### config.mk
export PLATFORM = sky130hd
export DESIGN_NAME = regfile_wr_arbiter_flat
export DESIGN_NICKNAME = d
export VERILOG_FILES = /design/src/rtl/regfile_wr_arbiter_pkg.sv /design/src/rtl/regfile_wr_arbiter_if.sv /design/src/rtl/regfile_wr_arbiter_rr_arb2.sv /design/src/rtl/regfile_wr_arbiter.sv /design/src/flat_wrapper.sv
export SDC_FILE = /design/constraint.sdc
export NUM_CORES = 1
export LEC_CHECK = 0
export CAP_MARGIN = 5
export CORE_MARGIN = 5
export CORE_UTILIZATION = 35
export DETAILED_ROUTE_END_ITERATION = 7
export PLACE_DENSITY_LB_ADDON = 0.3
export SLEW_MARGIN = 20
export SYNTH_ARGS = -nofsm -noshare
export SYNTH_HDL_FRONTEND = slang
export SYNTH_SLANG_ARGS = --single-unit
### constraint.sdc
create_clock -name clk -period 1.85 [get_ports clk]
set_input_delay 0.37 -clock clk [delete_from_list [all_inputs] [get_ports clk]]
set_output_delay 0.37 -clock clk [all_outputs]
set_load 0.01 [all_outputs]
### src/rtl/regfile_wr_arbiter_pkg.sv
// Shared definitions for the register-file write-port arbiter.
//   - default data/address widths (match the regfile)
//   - REG_ZERO: address of the hard-wired zero register (writes dropped)
//   - SRC_A / SRC_B: bit positions of the two sources in req/gnt vectors
//   - pri_e: arbiter state, i.e. which source wins the next tie
//   - next_pri(): state update rule shared by the top-level FSM
package regfile_wr_arbiter_pkg;

    localparam int MEM_WIDTH_DEF  = 16;
    localparam int ADDR_WIDTH_DEF = 5;

    // Register 0 is architecturally zero; a write to it is accepted but dropped.
    localparam int REG_ZERO = 0;

    localparam int SRC_A = 0;
    localparam int SRC_B = 1;

    // PRI_A: last transfer went to B (or reset), so A wins a tie.
    // PRI_B: last transfer went to A, so B wins a tie.
    typedef enum logic {
        PRI_A = 1'b0,
        PRI_B = 1'b1
    } pri_e;

    // The preference only moves when something was actually granted; it
    // flips to the side that did not just win.
    function automatic pri_e next_pri(input logic [1:0] gnt, input pri_e cur);
        pri_e nxt;
        nxt = cur;
        if (gnt[SRC_A]) begin
            nxt = PRI_B;
        end else if (gnt[SRC_B]) begin
            nxt = PRI_A;
        end
        return nxt;
    endfunction

endpackage

### src/rtl/regfile_wr_arbiter_if.sv
// Bus bundle between the two writeback sources, the arbiter and the regfile.
//
// Handshake: x_req/x_addr/x_data come from source x; x_gnt is the arbiter's
// combinational accept. A transfer happens at a posedge where x_req & x_gnt
// are both 1. A source keeps req/addr/data stable until granted, but may drop
// req without a grant (withdraw). stall=1 blocks all grants for that cycle.
//
// Write side: w_ena/w_addr/w_data drive the regfile write port (registered);
// fwd_* mirror them so readers can bypass the one-cycle write-visibility gap.
//
// Modports: master = sources + regfile side (drives requests, sees results),
//           slave  = the arbiter.
interface regfile_wr_arbiter_if
    import regfile_wr_arbiter_pkg::*;
#(
    parameter int MEM_WIDTH  = MEM_WIDTH_DEF,
    parameter int ADDR_WIDTH = ADDR_WIDTH_DEF
) ();

    logic                  a_req;
    logic [ADDR_WIDTH-1:0] a_addr;
    logic [MEM_WIDTH-1:0]  a_data;
    logic                  a_gnt;

    logic                  b_req;
    logic [ADDR_WIDTH-1:0] b_addr;
    logic [MEM_WIDTH-1:0]  b_data;
    logic                  b_gnt;

    logic                  stall;

    logic                  w_ena;
    logic [ADDR_WIDTH-1:0] w_addr;
    logic [MEM_WIDTH-1:0]  w_data;

    logic                  fwd_valid;
    logic [ADDR_WIDTH-1:0] fwd_addr;
    logic [MEM_WIDTH-1:0]  fwd_data;

    modport master (
        output a_req, a_addr, a_data,
        output b_req, b_addr, b_data,
        output stall,
        input  a_gnt, b_gnt,
        input  w_ena, w_addr, w_data,
        input  fwd_valid, fwd_addr, fwd_data
    );

    modport slave (
        input  a_req, a_addr, a_data,
        input  b_req, b_addr, b_data,
        input  stall,
        output a_gnt, b_gnt,
        output w_ena, w_addr, w_data,
        output fwd_valid, fwd_addr, fwd_data
    );

endinterface

### src/rtl/regfile_wr_arbiter_rr_arb2.sv
// rr_arb2: two-way round-robin grant logic (purely combinational).
//   req[1:0]  in   request vector, bit SRC_A / SRC_B
//   pri       in   current preference (which side wins a tie)
//   gnt[1:0]  out  one-hot or zero; never both bits set
// A lone request is always granted; with both requesting, the preferred side
// wins. Masking (stall, reset) is done by the caller on req.
module rr_arb2
    import regfile_wr_arbiter_pkg::*;
(
    input  logic [1:0] req,
    input  pri_e       pri,
    output logic [1:0] gnt
);

    always_comb begin
        gnt = 2'b00;
        case (req)
            2'b01:   gnt = 2'b01;
            2'b10:   gnt = 2'b10;
            2'b11:   gnt = (pri == PRI_A) ? 2'b01 : 2'b10;
            default: gnt = 2'b00;
        endcase
    end

endmodule

### src/rtl/regfile_wr_arbiter.sv
// regfile_wr_arbiter: shares the single regfile write port between source A
// (ALU result) and source B (load return) with round-robin arbitration and a
// single registered write stage.
//   clk       in   clock, all state updates on posedge
//   rst_n     in   synchronous active-low reset
//   bus       slave modport: a_*/b_* requests and grants, stall,
//             w_* regfile write port, fwd_* in-flight write for bypass
//   dbg_pri   out  current arbiter state (PRI_A = A wins next tie)
// Latency: granted in cycle N -> w_ena high in cycle N+1.
module regfile_wr_arbiter
    import regfile_wr_arbiter_pkg::*;
#(
    parameter int MEM_WIDTH  = MEM_WIDTH_DEF,
    parameter int ADDR_WIDTH = ADDR_WIDTH_DEF
) (
    input  logic                 clk,
    input  logic                 rst_n,
    regfile_wr_arbiter_if.slave  bus,
    output pri_e                 dbg_pri
);

    // State and write stage
    pri_e                  pri_q,    pri_d;
    logic                  w_ena_q,  w_ena_d;
    logic [ADDR_WIDTH-1:0] w_addr_q, w_addr_d;
    logic [MEM_WIDTH-1:0]  w_data_q, w_data_d;

    logic [1:0]            req_eff;
    logic [1:0]            gnt;
    logic                  transfer;
    logic [ADDR_WIDTH-1:0] win_addr;
    logic [MEM_WIDTH-1:0]  win_data;

    // Grants are suppressed both while stalled and while reset is asserted,
    // so nothing is accepted on the reset edge itself.
    always_comb begin
        req_eff = {bus.b_req, bus.a_req} & {2{rst_n & ~bus.stall}};
    end

    rr_arb2 u_rr_arb2 (
        .req (req_eff),
        .pri (pri_q),
        .gnt (gnt)
    );

    always_comb begin
        transfer = gnt[SRC_A] | gnt[SRC_B];
        win_addr = gnt[SRC_B] ? bus.b_addr : bus.a_addr;
        win_data = gnt[SRC_B] ? bus.b_data : bus.a_data;
    end

    always_comb begin
        pri_d    = next_pri(gnt, pri_q);
        w_ena_d  = 1'b0;
        w_addr_d = w_addr_q;
        w_data_d = w_data_q;
        if (transfer) begin
            w_addr_d = win_addr;
            w_data_d = win_data;
            // r0 writes are granted (the source is released) but never reach
            // the regfile.
            w_ena_d  = (win_addr != ADDR_WIDTH'(REG_ZERO));
        end
    end

    // Single sequential block: FSM (pri) plus the registered write stage.
    // Reset cancels any write that was about to be presented.
    always_ff @(posedge clk) begin
        if (!rst_n) begin
            pri_q    <= PRI_A;
            w_ena_q  <= 1'b0;
            w_addr_q <= '0;
            w_data_q <= '0;
        end else begin
            pri_q    <= pri_d;
            w_ena_q  <= w_ena_d;
            w_addr_q <= w_addr_d;
            w_data_q <= w_data_d;
        end
    end

    assign bus.a_gnt     = gnt[SRC_A];
    assign bus.b_gnt     = gnt[SRC_B];
    assign bus.w_ena     = w_ena_q;
    assign bus.w_addr    = w_addr_q;
    assign bus.w_data    = w_data_q;
    assign bus.fwd_valid = w_ena_q;
    assign bus.fwd_addr  = w_addr_q;
    assign bus.fwd_data  = w_data_q;
    assign dbg_pri       = pri_q;

endmodule

### src/flat_wrapper.sv
// flat-port wrapper written by rule: the top's interface ports become plain ports
module regfile_wr_arbiter_flat import regfile_wr_arbiter_pkg::*;
#(
    parameter int MEM_WIDTH  = MEM_WIDTH_DEF,
    parameter int ADDR_WIDTH = ADDR_WIDTH_DEF
)
  (clk, rst_n, dbg_pri, bus_a_req, bus_a_addr, bus_a_data, bus_b_req, bus_b_addr, bus_b_data, bus_stall, bus_a_gnt, bus_b_gnt, bus_w_ena, bus_w_addr, bus_w_data, bus_fwd_valid, bus_fwd_addr, bus_fwd_data);
  regfile_wr_arbiter_if #(.MEM_WIDTH(MEM_WIDTH), .ADDR_WIDTH(ADDR_WIDTH)) bus_i ();
  input  logic clk;
  input  logic rst_n;
  output pri_e dbg_pri;
  input wire logic [$bits(bus_i.a_req)-1:0] bus_a_req;
  input wire logic [$bits(bus_i.a_addr)-1:0] bus_a_addr;
  input wire logic [$bits(bus_i.a_data)-1:0] bus_a_data;
  input wire logic [$bits(bus_i.b_req)-1:0] bus_b_req;
  input wire logic [$bits(bus_i.b_addr)-1:0] bus_b_addr;
  input wire logic [$bits(bus_i.b_data)-1:0] bus_b_data;
  input wire logic [$bits(bus_i.stall)-1:0] bus_stall;
  output wire logic [$bits(bus_i.a_gnt)-1:0] bus_a_gnt;
  output wire logic [$bits(bus_i.b_gnt)-1:0] bus_b_gnt;
  output wire logic [$bits(bus_i.w_ena)-1:0] bus_w_ena;
  output wire logic [$bits(bus_i.w_addr)-1:0] bus_w_addr;
  output wire logic [$bits(bus_i.w_data)-1:0] bus_w_data;
  output wire logic [$bits(bus_i.fwd_valid)-1:0] bus_fwd_valid;
  output wire logic [$bits(bus_i.fwd_addr)-1:0] bus_fwd_addr;
  output wire logic [$bits(bus_i.fwd_data)-1:0] bus_fwd_data;
  assign bus_i.a_req = bus_a_req;
  assign bus_i.a_addr = bus_a_addr;
  assign bus_i.a_data = bus_a_data;
  assign bus_i.b_req = bus_b_req;
  assign bus_i.b_addr = bus_b_addr;
  assign bus_i.b_data = bus_b_data;
  assign bus_i.stall = bus_stall;
  assign bus_a_gnt = bus_i.a_gnt;
  assign bus_b_gnt = bus_i.b_gnt;
  assign bus_w_ena = bus_i.w_ena;
  assign bus_w_addr = bus_i.w_addr;
  assign bus_w_data = bus_i.w_data;
  assign bus_fwd_valid = bus_i.fwd_valid;
  assign bus_fwd_addr = bus_i.fwd_addr;
  assign bus_fwd_data = bus_i.fwd_data;
  regfile_wr_arbiter #(.MEM_WIDTH(MEM_WIDTH), .ADDR_WIDTH(ADDR_WIDTH)) u_core (.clk(clk), .rst_n(rst_n), .bus(bus_i), .dbg_pri(dbg_pri));
endmodule
==> reports/metrics.cfg, run 1 <==
[run_status]
outcome = completed

[global_routing]
grt_first_pass_wirelength_um = 5850
grt_overflow = 0
antenna_found_initial = 0
grt_pass1_vias = 1303
grt_start_max_net_pins = 23
grt_use_total = 0.168

[timing]
fmax_mhz = 580
post-route-period-util = 0.931
drv_slew = 0
setup_viol = 0
fin_setup_tns_ns = 0
finalClockSkew_ns = 0.00136
period_minus_slack_ns = 1.72
slew_headroom = 0.847
hold_viol = 0
grt_setup_unrepaired = false
tightest_slew_ns = 0.229

[floorplan]
pin_count = 94
num_rows = 21
start_util = 0.360
dieWidth_um = 68.3
die_h_um = 68.3
die_area_um2 = 4670
core_um2 = 3310

[power]
pwr_density_cell_nw_per_um2 = 568
power_mw = 1.19
vdd_drop_max_mv = 0.249
leakage_nw = 0.812

[yosys]
synthSimpleGateAreaFrac = 0.176
ys_types = 24
syn_area_um2 = 1190
synthMuxAreaShare = 0.00840
synthXorXnorAreaFrac = 0
ys_seq_area_frac = 0.387
synth_seq_cells = 23
ys_warn_count = 0
synth_fp_nets = 201
synth_top_family_by_area = compound AO/OA/AOI/OAI gates
syn_area_per_cell_um2 = 7.73
synthAdderAreaFrac = 0
synth_compound_area_frac = 0.236
syn-instance-count = 154

[drt]
ant_nets = 0
remaining_drc_errors = 0
dr.pass1.iters = 5
viasPerCell = 4.72
vias = 1313
wl_um = 3690
wire_per_inst_um = 13.3
drt_iter0_markers = 80

[final_layout]
instances_no_fill = 278
drive_above_1_share = 0.0991
n_antenna_cell = 0
nets = 280
area_delta_synth_final_pct = 75.8
final_cell_mix = clkdlybuf4s50_1, nand2_1, dfxtp_1
mostFrequentLayoutCell = clkdlybuf4s50_1

[place]
post-dp-hpwl_um = 2840
portBuffers = 93
placed_cells = 274
globalplace.congestion = 0.806

[clock_tree]
cts_sinks = 23
insertion_delay_ns = 0.31
clockRootBuffer = clkbuf_4
cts_tree = built
cts-resized-gates = 4
cts_setup_buffers = 0
cts_buffers = 3
ctsLongestPathBuffers = 2
clk_pin_slew_ns = 0.13
cts_max_level = 1
hold_buffers = 0

[hold_path]
hp-class = reg -> reg

[worst_setup_path]
critPathTopFamily = buffers and inverters
cp_cell_sequence = clkdlybuf4s50_1 > inv_2 > o21a_1 > and2_4 > clkbuf_2
cp_num_buf_inv = 3
critPathKind = in -> out
cpPeakStageDelay_ns = 0.49
crit_arrival_ns = 1.35
critical_path.slowest_cell = clkdlybuf4s50_1
crit_path_max_fanout = 2
cp-start-kind = input pin
cp-end-kind = output port
critical_path_required_ns = 1.48

[run]
drv_cap = 0

[kinds of logic (layout without fill, tap and decap cells)]
family	Yosys count	in the layout
buffers and inverters	33	111
multiplexers	1	1
flip-flops	23	23
AO/OA/AOI/OAI	47	47
AND/OR/NAND/NOR	50	50
[area by class of cell]
| cell class | count | area (um2) |
|---|---|---|
| sequential | 23 | 460 |
| multi-input combinational | 98 | 502 |
| clock inverter | 1 | 5.00 |
| fill | 308 | 1220 |
| inverter | 1 | 3.75 |
| tap | 46 | 57.6 |
| timing repair buffer | 106 | 1040 |
| clock buffer | 3 | 22.5 |
[final timing paths]
kind,startpoint,to,slack [ns],cells after the start
setup / recovery,bus_a_req,bus_b_gnt,0.13,5
hold / removal,u_core.bus.fwd_data[0]$_SDFFE_PN0P_,u_core.bus.fwd_data[0]$_SDFFE_PN0P_,0.49,2
setup reg to reg,u_core.dbg_pri$_SDFFE_PN0P_,u_core.bus.fwd_valid$_SDFF_PN0_,0.64,4
hold reg to reg,u_core.bus.fwd_data[0]$_SDFFE_PN0P_,u_core.bus.fwd_data[0]$_SDFFE_PN0P_,0.49,2
[sequential cells by signal, indices dropped and copies added, names as in the netlist]
signal,flops
u_core.bus.fwd_data,16
u_core.bus.fwd_addr,5
u_core.bus.fwd_valid,1
u_core.dbg_pri,1
[synth_stat cells, drive strengths merged]
master	number	area, um2
nand2	41	154
buf	30	218
dfxtp	23	460
o21ai	23	119
a31oi	20	125
clkbuf	2	7.51
o21a	2	22.5
a21oi	1	5.00
and2	1	8.76
and2b	1	7.51
and3	1	6.26
inv	1	3.75
mux2i	1	10.0
nand3	1	5.00
nand4	1	6.26
nor2	1	3.75
nor2b	1	6.26
nor3	1	5.00
o311a	1	10.0
or4	1	7.51
[per-layer routing]
metal,global-route usage,vias up,routed length (um)
met1,0.213,567,1670
met4,0.0670,0,33
met2,0.268,73,1590
met3,0.0427,4,404
met5,0,-,0
li1,-,669,-
[through the flow]
stage / setup WS [ns] / cell area [um2] / hold slack, ns / util
2_1_floorplan: 0.579 / 1190 / 0.497 / -
5_1_grt: 0.0805 / 2090 / 0.553 / 0.633
3_3_place_gp: -0.269 / 2080 / 0.472 / 0.627
3_5_place_dp: -0.260 / 2080 / 0.480 / 0.627
4_1_cts: 0.0108 / 2100 / 0.501 / 0.636
6_report: 0.127 / 2090 / 0.494 / 0.633
[power by group]
group          internal (mW)  switching [mW]
registers              0.528          0.0246
clock network         0.0808           0.162
logic                  0.248           0.146
total                  0.856           0.332
[worst min-delay path: stages, from the launching register on]
cell,delay (ns)
dfxtp_1,0.35
nand3_1,0.06
o21ai_1,0.05
(Power assumes the default switching activity.)
==> inputs of run 2 (changes only) <==
CTS_CLUSTER_SIZE = 30   (was default)
==> results of run 2 <==
No change in the layout: final DEF, timing and power equal those of run 1.
==> variant (settings of run 1) <==
Set the package constant `REG_ZERO` to 1 (it was 0).
--- a/src/rtl/regfile_wr_arbiter_pkg.sv
+++ b/src/rtl/regfile_wr_arbiter_pkg.sv
@@ -11,5 +11,5 @@
 
     // Register 0 is architecturally zero; a write to it is accepted but dropped.
-    localparam int REG_ZERO = 0;
+    localparam int REG_ZERO = 1;
 
     localparam int SRC_A = 0;
Function: changed (Yosys sat finds a counterexample within 4 cycles, from zero or initial values and one cycle with rst_n low).
==> variant against run 1 <==
- register-to-register slack got worse by 40 ps
- clock skew increased by 6.3 ps
- area after synthesis decreased by 0.53%
- sequential cell count unchanged
- design area decreased by 1.7%
- routed wire length decreased by 0.70%
- setup slack got worse by 6.9 ps
- power decreased by 1.2%
- critical path type unchanged
- largest cell class unchanged
==> variant: results <==
[worst_setup_path]
critPathArrivalTime_ps = 1360
cpPeakStageDelay_ps = 440
crit_fanout = 3
slowest_stage = clkdlybuf4s50_1
startpoint = bus_stall
r2r_slack_ps = 600

[grt]
grt_first_pass_wirelength_um = 5870
grt_usage_pct = 16.1
use_met1_pct = 18.8
grt_max_degree = 42
grt.met3_usage_pct = 3.78
use_met2_pct = 29.5
antenna_found_initial = 0

[finish]
nNonClkInverters = 1
nFillCells = 316
multi_input_area_share_pct = 24.4
final_nets = 276
largest_reg_flops = 16
multi_input_cells = 97
final-clk-cell-share_pct = 1.34
design_area_um2 = 2060
final_layout_size_suffix_gt1_share_pct = 9.21
n_antenna_cell = 0
final-nonclk-buf-share_pct = 48.9
buffers = 103

[route]
vias = 1311
wire_per_inst_um = 13.4
drt_iter0_drc = 82
wl_met1_um = 1580
wl_met3_um = 342
wl_met2_um = 1730

[power]
pwr-share-seq_pct = 47.0
power.share.combinational_pct = 32.8
maxPowerGroup = sequential cells
p_sw_share_pct = 27.8
combinationalPower_mw = 0.386
ir_drop_mv = 0.283
p_leak_nw = 0.794

[synth]
syn_nets = 200
synth_area_leaders = dfxtp_1, buf_4, nand2_1
seq_area_frac_synth_pct = 38.9
synthArstFlopShare_pct = 0
muxShareOfSynthArea_pct = 0.845
yosysUniqueCellTypes = 22
synth-xor-area-share_pct = 0
synth_compound_area_share_pct = 23.8
synth_common_cells = nand2_1, buf_4, dfxtp_1

[status]
status = finished clean

[sta]
finClkSkew_ps = 7.63
maxSlewHeadroom_pct = 81.7

[place]
hpwl_um = 2800
placed_cell_area_um2 = 2040
gp_congestion = 0.740
-- variant: metrics by stage --
| stage | hold slack, ps | setup TNS (ps) | worst slack, ps | instances |
|---|---|---|---|---|
| finish | 486 | 0 | 120 | 274 |
| global route | 531 | 0 | 84.7 | 274 |
| CTS | 496 | 0 | 13.9 | 274 |
| detailed placement | 479 | -515 | -266 | 270 |
| global placement | 460 | -463 | -232 | 270 |
| floorplan | 497 | 0 | 579 | 153 |
-- variant: what timing repair did --
| action | 4_1_cts | 5_1_grt |
|---|---|---|
| gates resized for setup | 4 | 3 |
| hold buffers | 0 | 0 |
| setup endpoints to repair | 2 | 2 |
-- variant: how the worst max path moves through the flow --
stage / depth (start not counted) / end / slack [ps]
2_1_floorplan: 2 / u_core.bus.fwd_valid$_SDFF_PN0_ / 580
3_3_place_gp: 4 / bus_a_gnt / -230
3_5_place_dp: 5 / bus_b_gnt / -270
4_1_cts: 4 / bus_a_gnt / 10
5_1_grt: 4 / bus_a_gnt / 80
6_report: 4 / bus_a_gnt / 120
